--- config.mk ---
export PLATFORM = sky130hd
export DESIGN_NAME = rns_tc7_add_arbiter
export DESIGN_NICKNAME = d
export VERILOG_FILES = /design/src/rtl/rns_tc7_add_arbiter.sv
export SDC_FILE = /design/constraint.sdc
export NUM_CORES = 1
export LEC_CHECK = 0
export CAP_MARGIN = 40
export CORE_UTILIZATION = 45
export DETAILED_ROUTE_END_ITERATION = 8
export PLACE_DENSITY = 0.8
export SLEW_MARGIN = 10
export SYNTH_ARGS = -nofsm -noshare
export SYNTH_HDL_FRONTEND = slang
export SYNTH_SLANG_ARGS = --single-unit
--- constraint.sdc ---
create_clock -name clk -period 7.1 [get_ports clk]
set_input_delay 1.42 -clock clk [delete_from_list [all_inputs] [get_ports clk]]
set_output_delay 1.42 -clock clk [all_outputs]
set_load 0.05 [all_outputs]
--- src/rtl/rns_tc7_add_arbiter.sv ---
`default_nettype none
// +----------------------------------------------------------------------+
// | rns_tc7_add_arbiter: round-robin shared mod-7 residue adder, TC out  |
// | Rev 1.0                                                              |
// +----------------------------------------------------------------------+
module rns_tc7_add_arbiter #(
  parameter int N    = 4,
  parameter int ID_W = 2
) (
  input  logic                clk,
  input  logic                rst,
  input  logic [N-1:0]        req,
  input  logic [3*N-1:0]      a_bin,
  input  logic [3*N-1:0]      b_bin,
  output logic [N-1:0]        gnt,
  output logic                out_valid,
  input  logic                out_ready,
  output logic [5:0]          out_tc,
  output logic [ID_W-1:0]     out_id,
  output logic                out_err
);

  logic [ID_W-1:0] r_ptr;
  logic            r_valid;
  logic [5:0]      r_tc;
  logic [ID_W-1:0] r_id;
  logic            r_err;

  logic            w_can_accept;
  logic            w_any;
  logic [ID_W-1:0] w_gid;
  logic [2:0]      w_a;
  logic [2:0]      w_b;
  logic            w_illegal;
  logic [3:0]      w_sum;
  logic [3:0]      w_mod;
  logic [5:0]      w_tc;

  function automatic logic [ID_W-1:0] f_wrap(input logic [ID_W-1:0] base, input int step);
    int s;
    s = int'(base) + step;
    if (s >= N) s = s - N;
    return s[ID_W-1:0];
  endfunction

  assign w_can_accept = !r_valid || out_ready;

  // Scan downward so the candidate closest to the pointer overwrites the rest.
  always_comb begin
    w_any = 1'b0;
    w_gid = '0;
    for (int k = N - 1; k >= 0; k--) begin
      if (w_can_accept && !rst && req[f_wrap(r_ptr, k)]) begin
        w_any = 1'b1;
        w_gid = f_wrap(r_ptr, k);
      end
    end
  end

  always_comb begin
    gnt = '0;
    if (w_any) gnt[w_gid] = 1'b1;
  end

  assign w_a       = a_bin[3*w_gid +: 3];
  assign w_b       = b_bin[3*w_gid +: 3];
  assign w_illegal = (w_a == 3'b111) || (w_b == 3'b111);
  assign w_sum     = {1'b0, w_a} + {1'b0, w_b};
  assign w_mod     = (w_sum >= 4'd7) ? (w_sum - 4'd7) : w_sum;

  // Thermometer encode: bit i set when the residue exceeds i.
  always_comb begin
    w_tc = '0;
    for (int i = 0; i < 6; i++) begin
      w_tc[i] = (w_mod > 4'(i));
    end
    if (w_illegal) w_tc = '0;
  end

  always_ff @(posedge clk) begin
    if (rst) begin
      r_ptr   <= '0;
      r_valid <= 1'b0;
      r_tc    <= '0;
      r_id    <= '0;
      r_err   <= 1'b0;
    end else if (w_any) begin
      r_valid <= 1'b1;
      r_tc    <= w_tc;
      r_id    <= w_gid;
      r_err   <= w_illegal;
      r_ptr   <= f_wrap(w_gid, 1);
    end else if (r_valid && out_ready) begin
      r_valid <= 1'b0;
    end
  end

  assign out_valid = r_valid;
  assign out_tc    = r_tc;
  assign out_id    = r_id;
  assign out_err   = r_err;

endmodule
`default_nettype wire

After elaboration in Yosys (flattened, before gate mapping)
Cells that the tools add are included.
- $add $sub $neg: 11
- multiply operators: 1
- div/mod/pow operators: 0
- $lt $le $gt $ge: 18
- equality and inequality tests: 2
- shifts and indexed selects: 2
- muxes and demuxes: 28
- bitwise gates (word level): 0
- reduce and logical (&&, ||, !) cells: 12
- operators by type and width (cell ; number):
    $shiftx A12 B5 Y3 ; 2
    $mux W2 ; 9
    $lt A2 B3 Y1 const B ; 5
    $ge A3 B3 Y1 const B ; 4
    $mux W1 ; 11
    $sub A2 B1 Y2 const B ; 5
    $bmux W1 S2 ; 4
    $gt A4 B1 Y1 const B ; 2
    $gt A4 B2 Y1 const B ; 2
    $gt A4 B3 Y1 const B ; 2
    $mux W4 ; 2
    $logic_and A1 B1 Y1 ; 7
    $add A2 B1 Y3 const B ; 2
    $add A2 B2 Y3 const B ; 2
    $eq A3 B3 Y1 const B ; 2
    $mux W6 ; 1
    $add A3 B3 Y4 ; 1
    $ge A4 B3 Y1 const B ; 1
    $mul A2 B2 Y4 const A ; 1
    $sub A4 B3 Y4 const B ; 1
    $ge A2 B3 Y1 const B ; 1
    $demux W1 S2 ; 1
    $ge A2 B1 Y1 const B ; 1
    $logic_not A1 Y1 ; 2
    2 further kinds ; 3
- flip-flop bits (word level): 12
- bits in latches: 0
- memory bits (writable): 0
- bits in read-only memories: 0
- input bits: 31
- output and inout port bits: 14
- word-level logic and storage cells: 79
- memories: 0

Logic depth before layout (Yosys ltp)
Gate-level depths: netlist of the first run.
- depth in word-level cells: 17
- depth in mapped cells: 17

Worst setup path after synthesis of the first run
No wires, ideal clock.
- path kind: in2reg
- start point: input req[0]
- end point: register r_tc[0] (netlist: out_tc[0])
- library setup time: 0.095 ns
- arrival time: 4.808 ns
- slack: 2.196 ns
- stages on the path: 14
- buffers on the path: 1
- cells stage by stage: mux2_4 > a2111oi_4 > and2_1 > buf_6 > mux4_1 > ha_1 > inv_1 > fa_1 > inv_1 > ha_1 > nor3_1 > a22oi_1 > o221ai_1 > a221oi_1
- cells in the longest elaborated chain, start to end: 14
- ends and longest elaborated chain (element ; line ; RTL):
    from (decl) ; 12 ; input logic [N-1:0] req,
    $bmux W1 S2 ; 53 ; if (w_can_accept && !rst && req[f_wrap(r_ptr, k)]) begin
    $mux W1 (not written as such) ; 53 ;
    $logic_and A1 B1 Y1 ; 53 ;
    $mux W2 (3 in series) ; 53 ;
    $mux W2 * ; 53 ;
    via w_gid[0] ; 31 ; logic [ID_W-1:0] w_gid;
    $mul A2 B2 Y4 * ; 65, 66 ;
    $shiftx A12 B5 Y3 (on tied branches) ; 65, 66 ;
    $add A3 B3 Y4 ; 68 ; assign w_sum = {1'b0, w_a} + {1'b0, w_b};
    $sub A4 B3 Y4 or $ge A4 B3 Y1 (tied branches) ; 69 ; assign w_mod = (w_sum >= 4'd7) ? (w_sum - 4'd7) : w_sum;
    $mux W4 ; 69 ;
    $gt A4 B1 Y1 ; 75 ; w_tc[i] = (w_mod > 4'(i));
    $mux W6 * ; 77 ; if (w_illegal) w_tc = '0;
    to (signal assigned) ; 89 ; r_tc <= w_tc;
    to (decl) ; 25 ; logic [5:0] r_tc;
The timed path passes the listed nets; every way through them passes the cells marked *. The select of a mux whose other input is x is not followed.
A chain may end at the register's enable or synchronous reset.

Final worst setup path of the first run
- start point: input rst
- end point: output gnt[1]
- cells in the longest elaborated chain, start to end: 12
- ends and longest elaborated chain (element ; line ; RTL):
    from (decl) ; 11 ; input logic rst,
    $logic_not A1 Y1 * ; 53 ;
    $logic_and A1 B1 Y1 * ; 53 ;
    $logic_and A1 B1 Y1 ; 53 ;
    $mux W2 (3 in series) ; 53 ;
    $mux W2 * ; 53 ;
    via w_gid[1] ; 31 ;
    $lt A2 B3 Y1 (not written as such) or $ge A2 B1 Y1 (tied branches) ; 62 ; if (w_any) gnt[w_gid] = 1'b1;
    $logic_and A1 B1 Y1 (not written as such) ; 62 ;
    $mux W1 (not written as such) ; 62 ;
    $demux W1 S2 * ; 62 ;
    $mux W4 * ; 62 ;
    to (decl) ; 15 ; output logic [N-1:0] gnt,
The timed path passes the listed nets; every way through them passes the cells marked *.

==> summary.md, run 1 <==
| Metric | Value |
|---|---|
| Largest area contributor in the netlist | dfxtp_1 |
| # nets final | 234 |
| Die extent in y | 55.0 um |
| LEAKAGE | 0.664 nW |
| Post-synthesis async set-or-reset flop share | 0 |
| Share of layout cells above drive strength 1 | 0.109 |
| Predominant post-synthesis flop cell | dfxtp_1 |
| Area growth syn-to-layout | 38.3% |
| Boundary pin count | 45 |
| GR Overflow Total | 0 |
| Final wirelength | 3.12 mm |
| Clock sinks | 12 |
| Largest cells by area after synthesis | dfxtp_1 (19%), ha_1 (7.9%), mux4_1 (4.2%), nand2_1 (3.9%), o21ai_0 (3.6%) |
| Highest ir drop seen on vdd | 0.000218 V |
| Clk slew on worst S/H paths | 0.08 ns |
| Clk_skew | 0.00229 ns |
| Placed insts | 219 |
| Vias in the first global route | 1185 |
| ANT nets after route | 0 |
| Slowest stage cell, crit path | clkdlybuf4s50_1 |
| CP arrival | 4.44 ns |
| Fin crit period | 5.86 ns |
| PortBufs | 44 |
| Core Area | 2570 sq um |
| Final core occ | 0.681 |
| Post_cts resized | 0 |
| TritonCTS clock tree | built |
| Routed vias | 1337 |
| Post-route DRC | 0 |
| Vias/cell | 6.00 |
| Worst setup EP type | output port |
| Critical Path Source Type | primary input |
| Rows | 18 |
| Net count after synthesis | 192 |
| Synthesized flop and latch total | 12 |
| Slew @ Worst Pin | 0.753 ns |
| Setup bufs post-CTS | 0 |
| Crit path kind | primary input to output port |
| Number of buffers created by CTS | 3 |
| Yosys warns | 0 |
| Worst stage delay on the critical path | 0.79 ns |
| Syn Area/Cell | 8.31 sq um |
| Tot Pwr | 0.396 mW |
| First DRT Iteration DRCs | 47 |
| Worst skew pair latency | 0.27 ns |
| Post-route insts no fill | 223 |
| Setup TNS | 0 ns |
| FMAX | 0.171 GHz |
| Mapped Area | 1260 sq um |
| Setup violations, final | 0 |
| Hold Path Class | flip-flop to flip-flop |
| First-pass GRT wire length | 4.99 mm |
| CP required | 5.68 ns |
| Routed len/inst | 14.0 um |
| DIE WIDTH | 55.0 um |
| Die area | 3020 sq um |
| Max Root-Sink Buffers | 2 |
| Final GP Congestion | 0.945 |
| Worst path cell trace | clkdlybuf4s50_1, or2_2, nor3_2, inv_1, ha_1, and2_1, clkdlybuf4s50_1 |
| Gr usage total | 0.222 |
| Antenna diode count | 0 |
| Pwr dens | 227 nW/um^2 |
| DP Wirelength | 2.55 mm |
| H-Tree Depth | 1 |
| Initial antenna violation count | 0 |
| Sequential area share after synthesis | 0.190 |
| Final hold viol count | 0 |
| EDFF count, synth | 0 |
| Drt first pass iters | 4 |
| Worst-path maximum fanout | 18 |
| Initial Utilization | 0.492 |
| Root buffer cell | clkbuf_4 |
| Final Max Slew Viols | 0 |
| Status | completed |
| RSZ-0062 raised after global routing | no |
| Post-Syn Instances | 152 |
| R2R Setup Slk | 2.59 ns |
| Crit share post-route | 0.825 |
| MaxCap Viol Count | 0 |
| Slew headroom | 0.497 |
| Most used cell, CP | clkdlybuf4s50_1 |
| CTS Hold Bufs | 0 |
| Largest net degree at the start of global routing | 19 |
| Yosys top cell area share | 0.190 |
| Cell variety after synth | 51 |
## cell usage in the layout, fill, tap and decap left out, types with 2 or more instances in the layout
master	synthesis	final
mux4_1	2	2
a21o_1	3	3
clkdlybuf4s50_1	0	44
o2111ai_1	2	2
nand4_1	3	3
clkbuf_4	0	3
inv_1	11	11
o31ai_1	6	6
o21ai_0	9	9
nor2_1	11	11
nand3_1	3	3
o211ai_1	2	2
nor3b_1	2	2
and2_1	5	5
mux4_2	2	2
a32oi_1	4	4
o22ai_1	2	2
nand3b_1	2	2
dfxtp_1	12	12
a21oi_1	8	8
a221oi_2	2	2
ha_1	8	8
nand2b_1	3	3
xnor2_1	2	2
nand2_1	13	13
nand3_2	2	2
## through the flow
step / worst slack, ns / area [sq um] / hold slack [ns]
after floorplan: 2.20 / 1260 / 0.492
after global placement: 1.32 / 1710 / 0.460
after detailed placement: 1.17 / 1710 / 0.453
after CTS: 1.22 / 1750 / 0.475
after global routing: 1.06 / 1750 / 0.484
final: 1.24 / 1750 / 0.474
## sequential cells by signal, summed over array words and instances, names as in the netlist
| name | cells |
|---|---|
| r_ptr | 2 |
| out_err | 1 |
| out_valid | 1 |
| out_tc | 6 |
| out_id | 2 |
## layout make-up
class | count | area (sq um)
fill | 208 | 820
timing repair buffer | 45 | 448
clock buffer | 4 | 36.3
inverter | 11 | 41.3
multi-input combinational | 121 | 945
tap | 30 | 37.5
sequential | 12 | 240
## worst max-delay path: cells and delay by family
| family | cells | cell delay (ns) |
|---|---|---|
| simple gates | 3 | 1.17 |
| fa+ha+maj | 1 | 0.23 |
| buf+inv | 3 | 1.61 |
## cell usage after synthesis (2+ instances only)
master     instances
nand2_1           13
ha_1               8
nand4_1            3
nand3_2            2
nand3_1            3
a32oi_1            4
o22ai_1            2
dfxtp_1           12
mux4_1             2
nor3b_1            2
o31ai_1            6
clkbuf_1           7
o2111ai_1          2
o211ai_1           2
xnor2_1            2
a21o_1             3
mux4_2             2
nor2_1            11
a221oi_2           2
nand2b_1           3
inv_1             11
o21ai_0            9
and2_1             5
nand3b_1           2
a21oi_1            8
## final timing paths
| kind | from | to | cells past startpoint |
|---|---|---|---|
| max | rst | gnt[1] | 7 |
| min | out_tc[5]$_SDFFE_PP0P_ | out_tc[5]$_SDFFE_PP0P_ | 2 |
| max reg2reg | r_ptr[1]$_SDFFE_PP0P_ | out_tc[1]$_SDFFE_PP0P_ | 14 |
| min reg2reg | out_tc[5]$_SDFFE_PP0P_ | out_tc[5]$_SDFFE_PP0P_ | 2 |
## cell families after synthesis
family	after synthesis	synth area share
mux	5	0.0891
fa+ha+maj	9	0.0951
simple gates	54	0.235
flops	12	0.190
compound gates	50	0.308
xor+xnor	3	0.0208
buf+inv	19	0.0624
## layer usage
metal / wire, um / track usage / vias to the layer above
li1: - / - / 659
met1: 1440 / 0.293 / 620
met2: 1460 / 0.386 / 58
met3: 225 / 0.0464 / 0
met4: 0 / 0.0125 / 0
met5: 0 / 0 / -
## report_power, final
part           internal, mW  switching (mW)
registers            0.0790         0.00638
logic                 0.102           0.155
clock network        0.0311          0.0223
total                 0.212           0.184
Note: power is estimated with default switching activity, not from simulation.
==> run 2, diff against run 1 <==
==> constraint.sdc (replaced) <==
create_clock -name clk -period 5.7 [get_ports clk]
set_input_delay 1.14 -clock clk [delete_from_list [all_inputs] [get_ports clk]]
set_output_delay 1.14 -clock clk [all_outputs]
set_load 0.05 [all_outputs]
==> run 2 against run 1 <==
Compared with the run above:
- first-iteration DRC count down 38%
- non-clock buffer count rose by 3
- critical endpoint is now out_tc[5]$_SDFFE_PP0P_
- clock skew down 0.0010 ns
- clock power decreased by 6.7%
- critical path depth grew 9
- via count shrank 2.2%
==> summary.md, run 2 (synthesis gave the netlist of run 1 again) <==
| Metric | Value |
|---|---|
| Fill cells | 226 (+8.7%) |
| DIE WIDTH | 55.0 um (unchanged) |
| Max Root-Sink Buffers | 2 (unchanged) |
| Pint | 0.255 mW (+20%) |
| ANT nets after route | 0 (unchanged) |
| Commonest non-fill, non-tap cells in the layout | clkdlybuf4s50_1 (44), nand2_1 (13), dfxtp_1 (12), inv_1 (11), nor2_1 (11) |
| CP arrival | 5.46 ns (+1.02 ns) |
| Boundary pin count | 45 (unchanged) |
| Fin crit period | 5.27 ns |
| Vias/cell | 5.81 (-3.0%) |
| Setup bufs post-CTS | 0 (unchanged) |
| Antenna diode count | 0 (unchanged) |
| Core Area | 2570 sq um (unchanged) |
| PortBufs | 44 (unchanged) |
| Drt first pass iters | 4 (unchanged) |
| Initial antenna violation count | 0 (unchanged) |
| FMAX | 0.190 GHz |
| Most common cell after layout, fill and taps aside | clkdlybuf4s50_1 |
| Final hold viol count | 0 (unchanged) |
| Routed len/inst | 13.7 um (-2.0%) |
| Largest net degree at the start of global routing | 13 (-6) |
| GR Overflow Total | 0 (unchanged) |
| Final GP Congestion | 0.923 (-2.4%) |
| Hold Path Class | flip-flop to flip-flop |
| Tot Pwr | 0.484 mW (+22%) |
| Slowest stage cell, crit path | mux4_1 |
| Reg power frac | 0.220 (+0.005) |
| Sw Pwr | 0.229 mW (+25%) |
| Max reg flops | 6 (unchanged) |
| Pwr dens | 276 nW/um^2 (+22%) |
| Pre-CTS setup slack | 0.212 ns (-0.960 ns) |
| Crit share post-route | 0.924 |
| MaxCap Viol Count | 0 (unchanged) |
| Slew @ Worst Pin | 0.534 ns (-0.219 ns) |
| Status | completed |
| Gr usage total | 0.222 (+0.000381) |
| Critical Path Source Type | primary input |
| Worst skew pair latency | 0.26 ns (about the same) |
| Die extent in y | 55.0 um (unchanged) |
| Final wirelength | 3.09 mm (-1.1%) |
| CP delay by family, top | adder cells |
| First DRT Iteration DRCs | 29 (-38%) |
| Number of buffers created by CTS | 3 (unchanged) |
| Area growth syn-to-layout | 39.0% |
| # nets final | 237 (+1.3%) |
| Initial Utilization | 0.492 (unchanged) |
| DP Wirelength | 2.57 mm (+0.72%) |
| Worst setup margin | 0.433 ns (-0.809 ns) |
| TritonCTS clock tree | built |
| Routed vias | 1308 (-2.2%) |
| Worst stage delay on the critical path | 0.64 ns (-0.15 ns) |
| Die area | 3020 sq um (unchanged) |
| CTS Hold Bufs | 0 (unchanged) |
| Sw frac | 0.473 (+0.00867) |
| First-pass GRT wire length | 4.94 mm (-0.96%) |
| Final Instance Area | 1760 sq um (+0.50%) |
| Clk slew on worst S/H paths | 0.07 ns (about the same) |
| Worst path cell trace | clkdlybuf4s50_1, mux2_4, a2111oi_4, and2_1, mux4_1, ha_1, inv_1, fa_1, inv_1, ha_1, inv_1, nor2_1, o21ai_0, o22ai_1, nand4_1, a21oi_1 |
| Hold_ws | 0.474 ns (-0.000358 ns) |
| Share of layout cells above drive strength 1 | 0.118 (+0.00914) |
| RSZ-0062 raised after global routing | no |
| LEAKAGE | 0.671 nW (+1.2%) |
| Most used cell, CP | inv_1 |
| Highest ir drop seen on vdd | 0.000273 V (+25%) |
| Vias in the first global route | 1162 (-1.9%) |
| Rows | 18 (unchanged) |
| Post_cts resized | 0 (unchanged) |
| Root buffer cell | clkbuf_4 |
| R2R Setup Slk | 1.34 ns (-1.25 ns) |
| Logic pwr share | 0.677 (+0.027) |
| Crit path buf inv count | 4 (+1) |
| Cell Area, Placed | 1730 sq um (+1.3%) |
| H-Tree Depth | 1 (unchanged) |
| Clk_skew | 0.00125 ns (-0.00104 ns) |
| Slew headroom | 0.642 (+0.146) |
| Setup violations, final | 0 (unchanged) |
| Setup TNS | 0 ns (unchanged) |
| Crit path kind | primary input to flip-flop |
| Post-route DRC | 0 (unchanged) |
| Final Max Slew Viols | 0 (unchanged) |
| Worst setup EP type | flip-flop |
| Clock network power share | 0.103 (-0.032) |
| Worst-path maximum fanout | 7 (-11) |
| CP required | 5.90 ns (+0.22 ns) |
| Clock sinks | 12 (unchanged) |
-- run 2: changes by cell type in the layout (fill, tap and decap cells not counted), sizes merged --
cell    delta
buf        +3
clkbuf     -1
-- run 2: layer usage --
layer	up-vias	part of all wire	GRT usage	wire length, um
met1	583	0.47	0.292	1440
met2	59	0.47	0.398	1440
li1	664	-	-	-
met4	0	0.0032	0.0375	10
met5	-	0	0	0
met3	2	0.063	0.0164	196
-- run 2: stage by stage --
stage,utilization,std cells
2_1_floorplan,-,152
3_3_place_gp,0.675,222
3_5_place_dp,0.675,222
4_1_cts,0.684,225
5_1_grt,0.684,225
6_report,0.684,225
-- run 2: final cells by class --
class / instances / area [sq um] / area share
clock buffer: 3 / 22.5 / 0.0128
inverter: 11 / 41.3 / 0.0235
multi-input combinational: 121 / 945 / 0.538
sequential: 12 / 240 / 0.137
tap: 30 / 37.5 / 0.0214
timing repair buffer: 48 / 470 / 0.268
-- run 2: worst paths after layout --
kind,startpoint,end,depth (start not counted)
hold / removal,out_tc[5]$_SDFFE_PP0P_,out_tc[5]$_SDFFE_PP0P_,2
setup reg to reg,r_ptr[1]$_SDFFE_PP0P_,out_tc[5]$_SDFFE_PP0P_,15
setup / recovery,req[2],out_tc[5]$_SDFFE_PP0P_,16
hold reg to reg,out_tc[5]$_SDFFE_PP0P_,out_tc[5]$_SDFFE_PP0P_,2
-- run 2: tightest hold or removal path: cells and delay by family, from the launching register on --
kind	cells	cell delay (ns)
flops	1	0.32
compound gates	1	0.06
simple gates	1	0.05
-- run 2: power by group through the flow --
stage | combinational [mW] | sequential [mW] | clock, mW
final | 0.328 | 0.107 | 0.0499
after global routing | 0.356 | 0.109 | 0.0533
after CTS | 0.324 | 0.107 | 0.0502
after detailed placement | 0.323 | 0.108 | 0
after global placement | 0.315 | 0.108 | 0
after floorplan | 0.186 | 0.153 | 0
==> run 3, diff against run 2 <==
--- a/config.mk
+++ b/config.mk
@@ -7,9 +7,11 @@
 export LEC_CHECK = 0
 export CAP_MARGIN = 40
 export CORE_UTILIZATION = 45
+export CTS_CLUSTER_DIAMETER = 30
+export CTS_CLUSTER_SIZE = 10
 export DETAILED_ROUTE_END_ITERATION = 8
 export PLACE_DENSITY = 0.8
-export SLEW_MARGIN = 10
+export SLEW_MARGIN = 20
 export SYNTH_ARGS = -nofsm -noshare
 export SYNTH_HDL_FRONTEND = slang
 export SYNTH_SLANG_ARGS = --single-unit
==> results of run 3 <==
The final DEF is identical to that of run 2; final timing and power are the same.
